### config.mk
export PLATFORM = sky130hd
export DESIGN_NAME = corescore_axis_arb
export DESIGN_NICKNAME = d
export VERILOG_FILES = /design/src/rtl/corescore_axis_arb.sv
export SDC_FILE = /design/constraint.sdc
export NUM_CORES = 1
export LEC_CHECK = 0
export BUFFER_PORTS_ARGS = -buffer_cell sky130_fd_sc_hd__buf_2
export CORE_MARGIN = 2
export CORE_UTILIZATION = 45
export CTS_BUF_LIST = sky130_fd_sc_hd__clkbuf_8
export DETAILED_ROUTE_END_ITERATION = 7
export GPL_TIMING_DRIVEN = 0
export PLACE_DENSITY = 0.82
export SETUP_SLACK_MARGIN = 0.15
export SLEW_MARGIN = 10
export SYNTH_ARGS = -nofsm -noshare
export SYNTH_HDL_FRONTEND = slang
export SYNTH_SLANG_ARGS = --single-unit
export TNS_END_PERCENT = 30
### constraint.sdc
create_clock -name i_clk -period 2.1 [get_ports i_clk]
set_input_delay 0.525 -clock i_clk [delete_from_list [all_inputs] [get_ports i_clk]]
set_output_delay 0.525 -clock i_clk [all_outputs]
set_load 0.01 [all_outputs]
### src/rtl/corescore_axis_arb.sv
// Packet-granular round-robin arbiter: N byte streams share one registered AXI-S output stage.
// Grant 1 cycle after request, data 1 cycle after grant; o_tready drops combinationally when the sink stalls.
module corescore_axis_arb #(
    parameter int N = 4
) (
    input  logic           i_clk,
    input  logic           i_rst,
    input  logic [N*8-1:0] i_tdata,
    input  logic [N-1:0]   i_tlast,
    input  logic [N-1:0]   i_tvalid,
    output logic [N-1:0]   o_tready,
    output logic [7:0]     o_tdata,
    output logic           o_tlast,
    output logic           o_tvalid,
    input  logic           i_tready,
    output logic [N-1:0]   o_grant,
    output logic           o_busy
);

    localparam int PW = (N > 1) ? $clog2(N) : 1;
    localparam logic [PW-1:0] LAST_IDX = PW'(N - 1);
    localparam logic [PW:0]   N_EXT    = (PW + 1)'(N);

    typedef enum logic {
        ST_IDLE   = 1'b0,
        ST_LOCKED = 1'b1
    } state_t;

    state_t        state_q, state_d;
    logic [N-1:0]  grant_q, grant_d;
    logic [PW-1:0] ptr_q, ptr_d;
    logic [7:0]    tdata_q, tdata_d;
    logic          tlast_q, tlast_d;
    logic          tvalid_q, tvalid_d;

    logic          can_load;
    logic [N-1:0]  tready;
    logic          xfer;
    logic          req_found;
    logic [PW-1:0] req_idx;
    logic [PW:0]   cand;
    logic [PW-1:0] gnt_idx;
    logic [7:0]    sel_data;
    logic          sel_last;

    // Rotating priority search starting at ptr_q, wrapping at N-1.
    always_comb begin
        req_found = 1'b0;
        req_idx   = '0;
        cand      = '0;
        for (int i = 0; i < N; i++) begin
            cand = {1'b0, ptr_q} + (PW + 1)'(i);
            if (cand >= N_EXT) begin
                cand = cand - N_EXT;
            end
            if (!req_found && i_tvalid[cand[PW-1:0]]) begin
                req_found = 1'b1;
                req_idx   = cand[PW-1:0];
            end
        end
    end

    always_comb begin
        gnt_idx  = '0;
        sel_data = '0;
        sel_last = 1'b0;
        for (int i = 0; i < N; i++) begin
            if (grant_q[i]) begin
                gnt_idx  = PW'(i);
                sel_data = i_tdata[8*i +: 8];
                sel_last = i_tlast[i];
            end
        end
    end

    assign can_load = !tvalid_q || i_tready;
    assign tready   = (state_q == ST_LOCKED) ? (grant_q & {N{can_load}}) : '0;
    assign xfer     = |(i_tvalid & tready);

    always_comb begin
        state_d  = state_q;
        grant_d  = grant_q;
        ptr_d    = ptr_q;
        tdata_d  = tdata_q;
        tlast_d  = tlast_q;
        tvalid_d = tvalid_q;

        if (tvalid_q && i_tready) begin
            tvalid_d = 1'b0;
        end

        case (state_q)
            ST_IDLE: begin
                if (req_found) begin
                    grant_d = {{(N-1){1'b0}}, 1'b1} << req_idx;
                    state_d = ST_LOCKED;
                end
            end
            ST_LOCKED: begin
                if (xfer) begin
                    tdata_d  = sel_data;
                    tlast_d  = sel_last;
                    tvalid_d = 1'b1;
                    // Packet boundary: release the lock and move priority past the owner.
                    if (sel_last) begin
                        state_d = ST_IDLE;
                        grant_d = '0;
                        ptr_d   = (gnt_idx == LAST_IDX) ? '0 : gnt_idx + 1'b1;
                    end
                end
            end
            default: begin
                state_d = ST_IDLE;
                grant_d = '0;
            end
        endcase
    end

    always_ff @(posedge i_clk or posedge i_rst) begin
        if (i_rst) begin
            state_q  <= ST_IDLE;
            grant_q  <= '0;
            ptr_q    <= '0;
            tdata_q  <= '0;
            tlast_q  <= 1'b0;
            tvalid_q <= 1'b0;
        end else begin
            state_q  <= state_d;
            grant_q  <= grant_d;
            ptr_q    <= ptr_d;
            tdata_q  <= tdata_d;
            tlast_q  <= tlast_d;
            tvalid_q <= tvalid_d;
        end
    end

    assign o_tready = tready;
    assign o_tdata  = tdata_q;
    assign o_tlast  = tlast_q;
    assign o_tvalid = tvalid_q;
    assign o_grant  = grant_q;
    assign o_busy   = (state_q == ST_LOCKED);

endmodule

==> results_dict.tcl, run 1 <==
set metrics [dict create \
    worstReg2RegStart "o_grant[3]" \
    seqPwrFrac_pct 31.5 \
    grt_use_total_pct 26.2 \
    fin_area_mm2 0.00144 \
    design.die.area_mm2 0.00274 \
    synth_flop_cell "sky130_fd_sc_hd__dfrtp_1" \
    post_synth_instance_area_mm2 0.00105 \
    postSynth.asyncResetShare_pct 100 \
    die-height_um 52.3 \
    count_of_hold_fix_buffers_inserted_at_cts 0 \
    antenna_found_initial 0 \
    via_count_of_the_first_global_routing_pass 1155 \
    max_slew_violation_total_from_the_final_report 0 \
    insertion_delay_ps 250 \
    tightest_slew_ps 661 \
    timing.critical_path.fanout_max 10 \
    tritoncts_num_sinks 17 \
    syn_area_per_cell_um2 8.98 \
    hp-class "in2async" \
    postCtsSetupRepairBufs 0 \
    synth.top_cells.by_area "sky130_fd_sc_hd__dfrtp_1, sky130_fd_sc_hd__a221o_1, sky130_fd_sc_hd__o211ai_1, sky130_fd_sc_hd__nand2_1, sky130_fd_sc_hd__a31oi_1" \
    power_report.internal_total_mw 1.10 \
    fillCellCount 213 \
    cp_data_arrival_time_ps 1370 \
    die-width_um 52.3 \
    max-cap-violations 0 \
    port_buffers 61 \
    combinational_cell_fraction_of_total_power_pct 55.7 \
    multiInputGateArea_um2 552 \
    hold_violations 0 \
    routed_via_density 5.74 \
    drt_iter0_markers 25 \
    rsz_0062_raised_after_global_routing "yes" \
    fmax_mhz 529 \
    tritoncts "done" \
    area.growth.synth_to_final_pct 37.0 \
    synth_edf_count 0 \
    timing.final.ws_setup_ps 209 \
    seqCellArea_um2 425 \
    worst_r2r_path_depth 7 \
    core_region_area_mm2 0.00221 \
    yosys_register_bits 17 \
    synth_largest_type_area_fraction_pct 40.5 \
    post_dp_cell_area_mm2 0.00139 \
    number_of_cts_inserted_buffers 3 \
    place_congestion 0.829 \
    postRouteWirelength_um 3300 \
    number_of_remaining_drc_errors 0 \
    finalCritPeriodShare_pct 90.0 \
    outcome "completed" \
    floorplan.io_pins 62 \
    sw_frac_of_total_pct 41.8 \
    power_leakage_nw 0.746 \
    final_layout_size_suffix_gt1_share_pct 40.1 \
    dr_total_vias 1205 \
    maximum_number_of_pins_on_one_net_before_global_route_repair 18 \
    detail_route.first_pass.iterations 4 \
    critPathLaunchType "flip-flop" \
    end_of_flow_core_utilization_pct 65.1 \
    final_stage_net_count 226 \
    clockRootBuffer "sky130_fd_sc_hd__clkbuf_8" \
    drtAntennaViolNets 0 \
    grt_first_pass_wirelength_um 5210 \
    yosysUniqueCellTypes 30 \
    globalRouteOverflowTotal 0 \
    cts_htree_levels 1 \
    synth_top_cell_by_area "sky130_fd_sc_hd__dfrtp_1" \
    worst_clock_skew_on_the_final_layout_ps 5.75 \
    power_density_mw_per_mm2 1320 \
    timing.slew.headroom_pct 55.9 \
    setup.worst_path.end_class "output port" \
    r2r_setup_slack_ps 250 \
    power_spent_charging_and_discharging_nets_mw 0.793 \
    timing.setup.tns_ps 0 \
    detailedPlacementHpwl_um 2490 \
    effective_utilization_at_floorplan_pct 47.5 \
    syn_nets 160 \
    post_drt_wl_per_cell_um 15.7 \
    min_period_ps 1890 \
    cts.reportedPaths.clkPinSlew_ps 70 \
    post_synth_inst_count 117 \
    antenna_cells 0 \
    std_cell_rows 17 \
    setup_slack_at_placement_ps 90.5 \
    cts_repair_resize_count 1 \
    p_clk_share_pct 12.8 \
    crit_type "reg2out" \
    timing.rr.end "ptr_q[0]" \
    report.final.setup_viol 0 \
    yosys_warnings 0 \
    irDropWorstVdd_v 0.000707 \
    data_required_critical_path_ps 1570 \
    clk_path_buf_depth 2 \
    ys_seq_area_share_pct 40.5 \
]
-- power by group through the flow --
stage	registers, mW	clock network (mW)	logic (mW)
after global placement	0.586	0	1.01
after global routing	0.622	0.267	1.17
after floorplan	0.642	0	0.662
final	0.596	0.243	1.06
after CTS	0.593	0.249	1.06
after detailed placement	0.598	0	1.05
-- worst max path at each step --
stage	end	start	depth (start not counted)	slack (ps)
after floorplan	ptr_q[0]	i_tvalid[0]	6	360
after global placement	ptr_q[0]	i_tvalid[0]	7	160
after detailed placement	ptr_q[0]	i_tvalid[0]	7	90
after CTS	o_tready[1]	o_grant[1]	3	60
after global routing	o_tready[1]	o_grant[1]	3	130
final	o_tready[3]	o_grant[3]	4	210
-- cells by family (layout without fill, tap and decap cells) --
group / count (synthesis) / count (layout) / share of synthesized area (%)
flops: 17 / 17 / 40.5
buf+inv: 15 / 80 / 7.02
mux: 2 / 2 / 2.38
simple gates: 40 / 40 / 17.7
compound gates: 43 / 43 / 32.4
-- flip-flops by register name, summed over array words and instances (netlist names) --
register,cells
o_tdata,8
o_grant,4
ptr_q,2
o_busy,1
o_tlast,1
o_tvalid,1
-- critical path, cell delays in order, from the launching register on --
cell	delay (ps)
sky130_fd_sc_hd__dfrtp_1	340
sky130_fd_sc_hd__buf_2	190
sky130_fd_sc_hd__clkbuf_2	270
sky130_fd_sc_hd__and3_1	180
sky130_fd_sc_hd__buf_2	130
-- per-layer routing --
layer / up-vias / share of wire [%] / global-route usage (%)
met5: - / 0 / 0
met4: 0 / 1.7 / 10.7
met3: 6 / 9.5 / 4.29
met2: 61 / 50 / 47.3
met1: 563 / 39 / 30.2
li1: 575 / - / -
-- layout by cell type (no fill, tap or decap), drive strengths merged --
cell    instances
a22o            3
o311a           1
nor4            1
a221oi          1
mux2i           1
dfrtp          17
a31oi           8
nand3b          1
nand3           2
o32ai           4
clkinv          1
o21ai           2
and3            5
o211a           2
nand2          15
o211ai          9
inv             6
nand2b          2
o21bai          1
or2             1
a21oi           2
nor2           10
buf            67
nor2b           3
mux2            1
clkbuf          6
a221o           8
a21o            2
-- cell usage after synthesis (all sizes together), types with 3 or more instances --
master,instances
dfrtp,17
nand2,15
nor2,10
o211ai,9
a221o,8
a31oi,8
buf,6
and3,5
inv,5
o32ai,4
a22o,3
clkbuf,3
nor2b,3
-- through the flow --
step / hold WS, ps / power (mW) / std cells
after CTS: 367 / 1.90 / 210
after floorplan: 451 / 1.30 / 117
after global placement: 459 / 1.60 / 206
after detailed placement: 462 / 1.65 / 206
final: 354 / 1.90 / 210
after global routing: 414 / 2.06 / 210
-- layout make-up --
type	count	area share, %
Inverter	6	1.56
Sequential cell	17	29.5
Tap cell	28	2.43
Clock buffer	3	2.87
Multi-Input combinational cell	85	38.3
Buffer	9	3.82
Timing Repair Buffer	61	21.2
Clock inverter	1	0.261
No activity file was read; power rests on OpenSTA's default activity.
==> run 2: changes to the inputs <==
- CORE_UTILIZATION: 45 -> 40
- PLACE_DENSITY: 0.82 -> 0.74
- TNS_END_PERCENT: 30 -> not set
- clock period: 2.1 -> 1.8 ns (I/O delays scaled with it)
==> run 2 against run 1 <==
  * Sequential share of layout area shrank 2.0 points
  * Count of clock-buffer cells in the layout is the same
  * Critical path type unchanged
  * First-iteration DRC count grew 64%
  * Critical endpoint is now o_tready[1]
  * Critical path depth shrank 1
  * Register-to-register slack lost 130 ps
  * Final area grew 8.1%
  * Die area grew 12%
  * Largest cell class unchanged
  * Sequential power grew 18%
==> results_dict.tcl, run 2 (synthesis gave the netlist of run 1 again) <==
set metrics [dict create \
    detail_route.first_pass.iterations 4 \
    tritoncts "done" \
    commonest_non_fill_non_tap_cell_in_the_layout "sky130_fd_sc_hd__buf_2" \
    postRouteWirelength_um 3150 \
    dr_total_vias 1202 \
    via_count_of_the_first_global_routing_pass 1102 \
    final_stage_net_count 234 \
    outcome "completed" \
    setup_slack_at_placement_ps -72.4 \
    end_of_flow_core_utilization_pct 62.8 \
    cp_data_arrival_time_ps 1240 \
    p_clk_share_pct 11.9 \
    design.die.area_mm2 0.00305 \
    antenna_cells 0 \
    power_report.internal_total_mw 1.42 \
    report.final.setup_viol 0 \
    grt_use_total_pct 20.2 \
    fmax_mhz 590 \
    seqPwrFrac_pct 29.4 \
    setup.worst_path.end_class "output port" \
    combinational_cell_fraction_of_total_power_pct 58.8 \
    tightest_slew_ps 642 \
    power_leakage_nw 0.797 \
    timing.slew.headroom_pct 57.1 \
    maximum_number_of_pins_on_one_net_before_global_route_repair 18 \
    place_congestion 0.874 \
    cts_htree_levels 1 \
    hold_violations 0 \
    cell_by_cell_listing_of_the_critical_path "clkbuf_4 > and3_1 > buf_2" \
    effective_utilization_at_floorplan_pct 42.4 \
    worst_path_dominant_cell_family "flip-flops" \
    min_period_ps 1690 \
    final_layout_size_suffix_gt1_share_pct 46.3 \
    port_buffers 61 \
    crit_path_top_delay_cell "sky130_fd_sc_hd__dfrtp_2" \
    tritoncts_num_sinks 17 \
    rsz_0062_raised_after_global_routing "yes" \
    mostFrequentLayoutCells "sky130_fd_sc_hd__buf_2, sky130_fd_sc_hd__nand2_1, sky130_fd_sc_hd__dfrtp_1" \
    die-height_um 55.3 \
    routed_via_density 5.46 \
    floorplan.io_pins 62 \
    number_of_remaining_drc_errors 0 \
    sw_frac_of_total_pct 40.6 \
    max_slew_violation_total_from_the_final_report 0 \
    finalCritPeriodShare_pct 94.1 \
    timing.critical_path.buf_inv 2 \
    clockRootBuffer "sky130_fd_sc_hd__clkbuf_8" \
    power_spent_charging_and_discharging_nets_mw 0.969 \
    count_of_hold_fix_buffers_inserted_at_cts 0 \
    insertion_delay_ps 250 \
    core_region_area_mm2 0.00248 \
    std_cell_rows 18 \
    max-cap-violations 0 \
    slowest_delay_ps 450 \
    die-width_um 55.3 \
    grt_first_pass_wirelength_um 5060 \
    cts.reportedPaths.clkPinSlew_ps 70 \
    timing.setup.tns_ps 0 \
    timing.final.ws_setup_ps 106 \
    data_required_critical_path_ps 1350 \
    power_density_mw_per_mm2 1530 \
    worst_clock_skew_on_the_final_layout_ps 5.15 \
    worstReg2RegStart "o_grant[0]" \
    timing.critical_path.fanout_max 10 \
    clk_path_buf_depth 2 \
    globalRouteOverflowTotal 0 \
    number_of_cts_inserted_buffers 3 \
    irDropWorstVdd_v 0.000995 \
    flip_flop_count_of_the_largest_register_all_copies_and_words_added 8 \
    drt_iter0_markers 41 \
    fillCellCount 236 \
    crit_start "o_grant[1]" \
    post_drt_wl_per_cell_um 14.3 \
    hp-class "in2async" \
    area.growth.synth_to_final_pct 48.1 \
    critPathLaunchType "flip-flop" \
    detailedPlacementHpwl_um 2340 \
    crit_type "reg2out" \
    antenna_found_initial 0 \
    drtAntennaViolNets 0 \
]
-- run 2: through the flow --
| stage | hold WS [ps] | instances | instance area, um^2 | power (mW) |
|---|---|---|---|---|
| 2_1_floorplan | 376 | 117 | 1060 | 1.54 |
| 3_3_place_gp | 460 | 208 | 1410 | 1.92 |
| 3_5_place_dp | 484 | 208 | 1410 | 1.96 |
| 4_1_cts | 299 | 217 | 1510 | 2.31 |
| 5_1_grt | 337 | 220 | 1560 | 2.56 |
| 6_report | 274 | 220 | 1560 | 2.39 |
-- run 2: cell type report --
| type | instances | area (um^2) | share of cell area, % |
|---|---|---|---|
| Buffer | 9 | 82.6 | 5.31 |
| Clock buffer | 3 | 41.3 | 2.65 |
| Clock inverter | 1 | 5.00 | 0.322 |
| Inverter | 6 | 22.5 | 1.45 |
| Multi-Input combinational cell | 85 | 571 | 36.7 |
| Sequential cell | 17 | 428 | 27.5 |
| Tap cell | 30 | 37.5 | 2.41 |
| Timing Repair Buffer | 69 | 369 | 23.7 |
-- run 2: power groups by stage --
stage | registers [mW] | logic [mW] | clock network (mW)
finish | 0.701 | 1.40 | 0.283
global route | 0.725 | 1.53 | 0.307
CTS | 0.693 | 1.33 | 0.290
detailed placement | 0.698 | 1.26 | 0
global placement | 0.689 | 1.23 | 0
floorplan | 0.750 | 0.793 | 0
-- run 2: worst register-to-register path, cell delays in order, from the launching register on --
cell,delay [ps]
sky130_fd_sc_hd__dfrtp_1,400
sky130_fd_sc_hd__nor2b_4,130
sky130_fd_sc_hd__buf_6,130
sky130_fd_sc_hd__a22o_1,190
sky130_fd_sc_hd__o311a_1,300
sky130_fd_sc_hd__buf_6,140
sky130_fd_sc_hd__mux2_4,280
-- run 2: layer usage --
| layer | vias to the layer above | track usage, % | wire (um) |
|---|---|---|---|
| met5 | - | 0 | 0 |
| met4 | 0 | 3.48 | 19 |
| met3 | 2 | 4.22 | 228 |
| met2 | 47 | 34.4 | 1500 |
| met1 | 559 | 26.9 | 1400 |
| li1 | 594 | - | - |
-- run 2: path summary, 6_finish.rpt --
check / cells after the start / to / slack (ps)
worst min-delay path: 2 / ptr_q[0] / 270
max in group asynchronous: 2 / o_grant[1] / 1070
worst max register to register: 6 / ptr_q[0] / 120
worst min register to register: 1 / o_tlast / 500
worst max-delay path: 3 / o_tready[1] / 110
min in group i_clk: 3 / o_tdata[2] / 460
-- run 2: timing repair --
action,4_1_cts,5_1_grt
buffers inserted,5,3
hold endpoints to repair,0,0
pin swaps,1,0
setup endpoints to repair,6,9
resized for setup,9,7
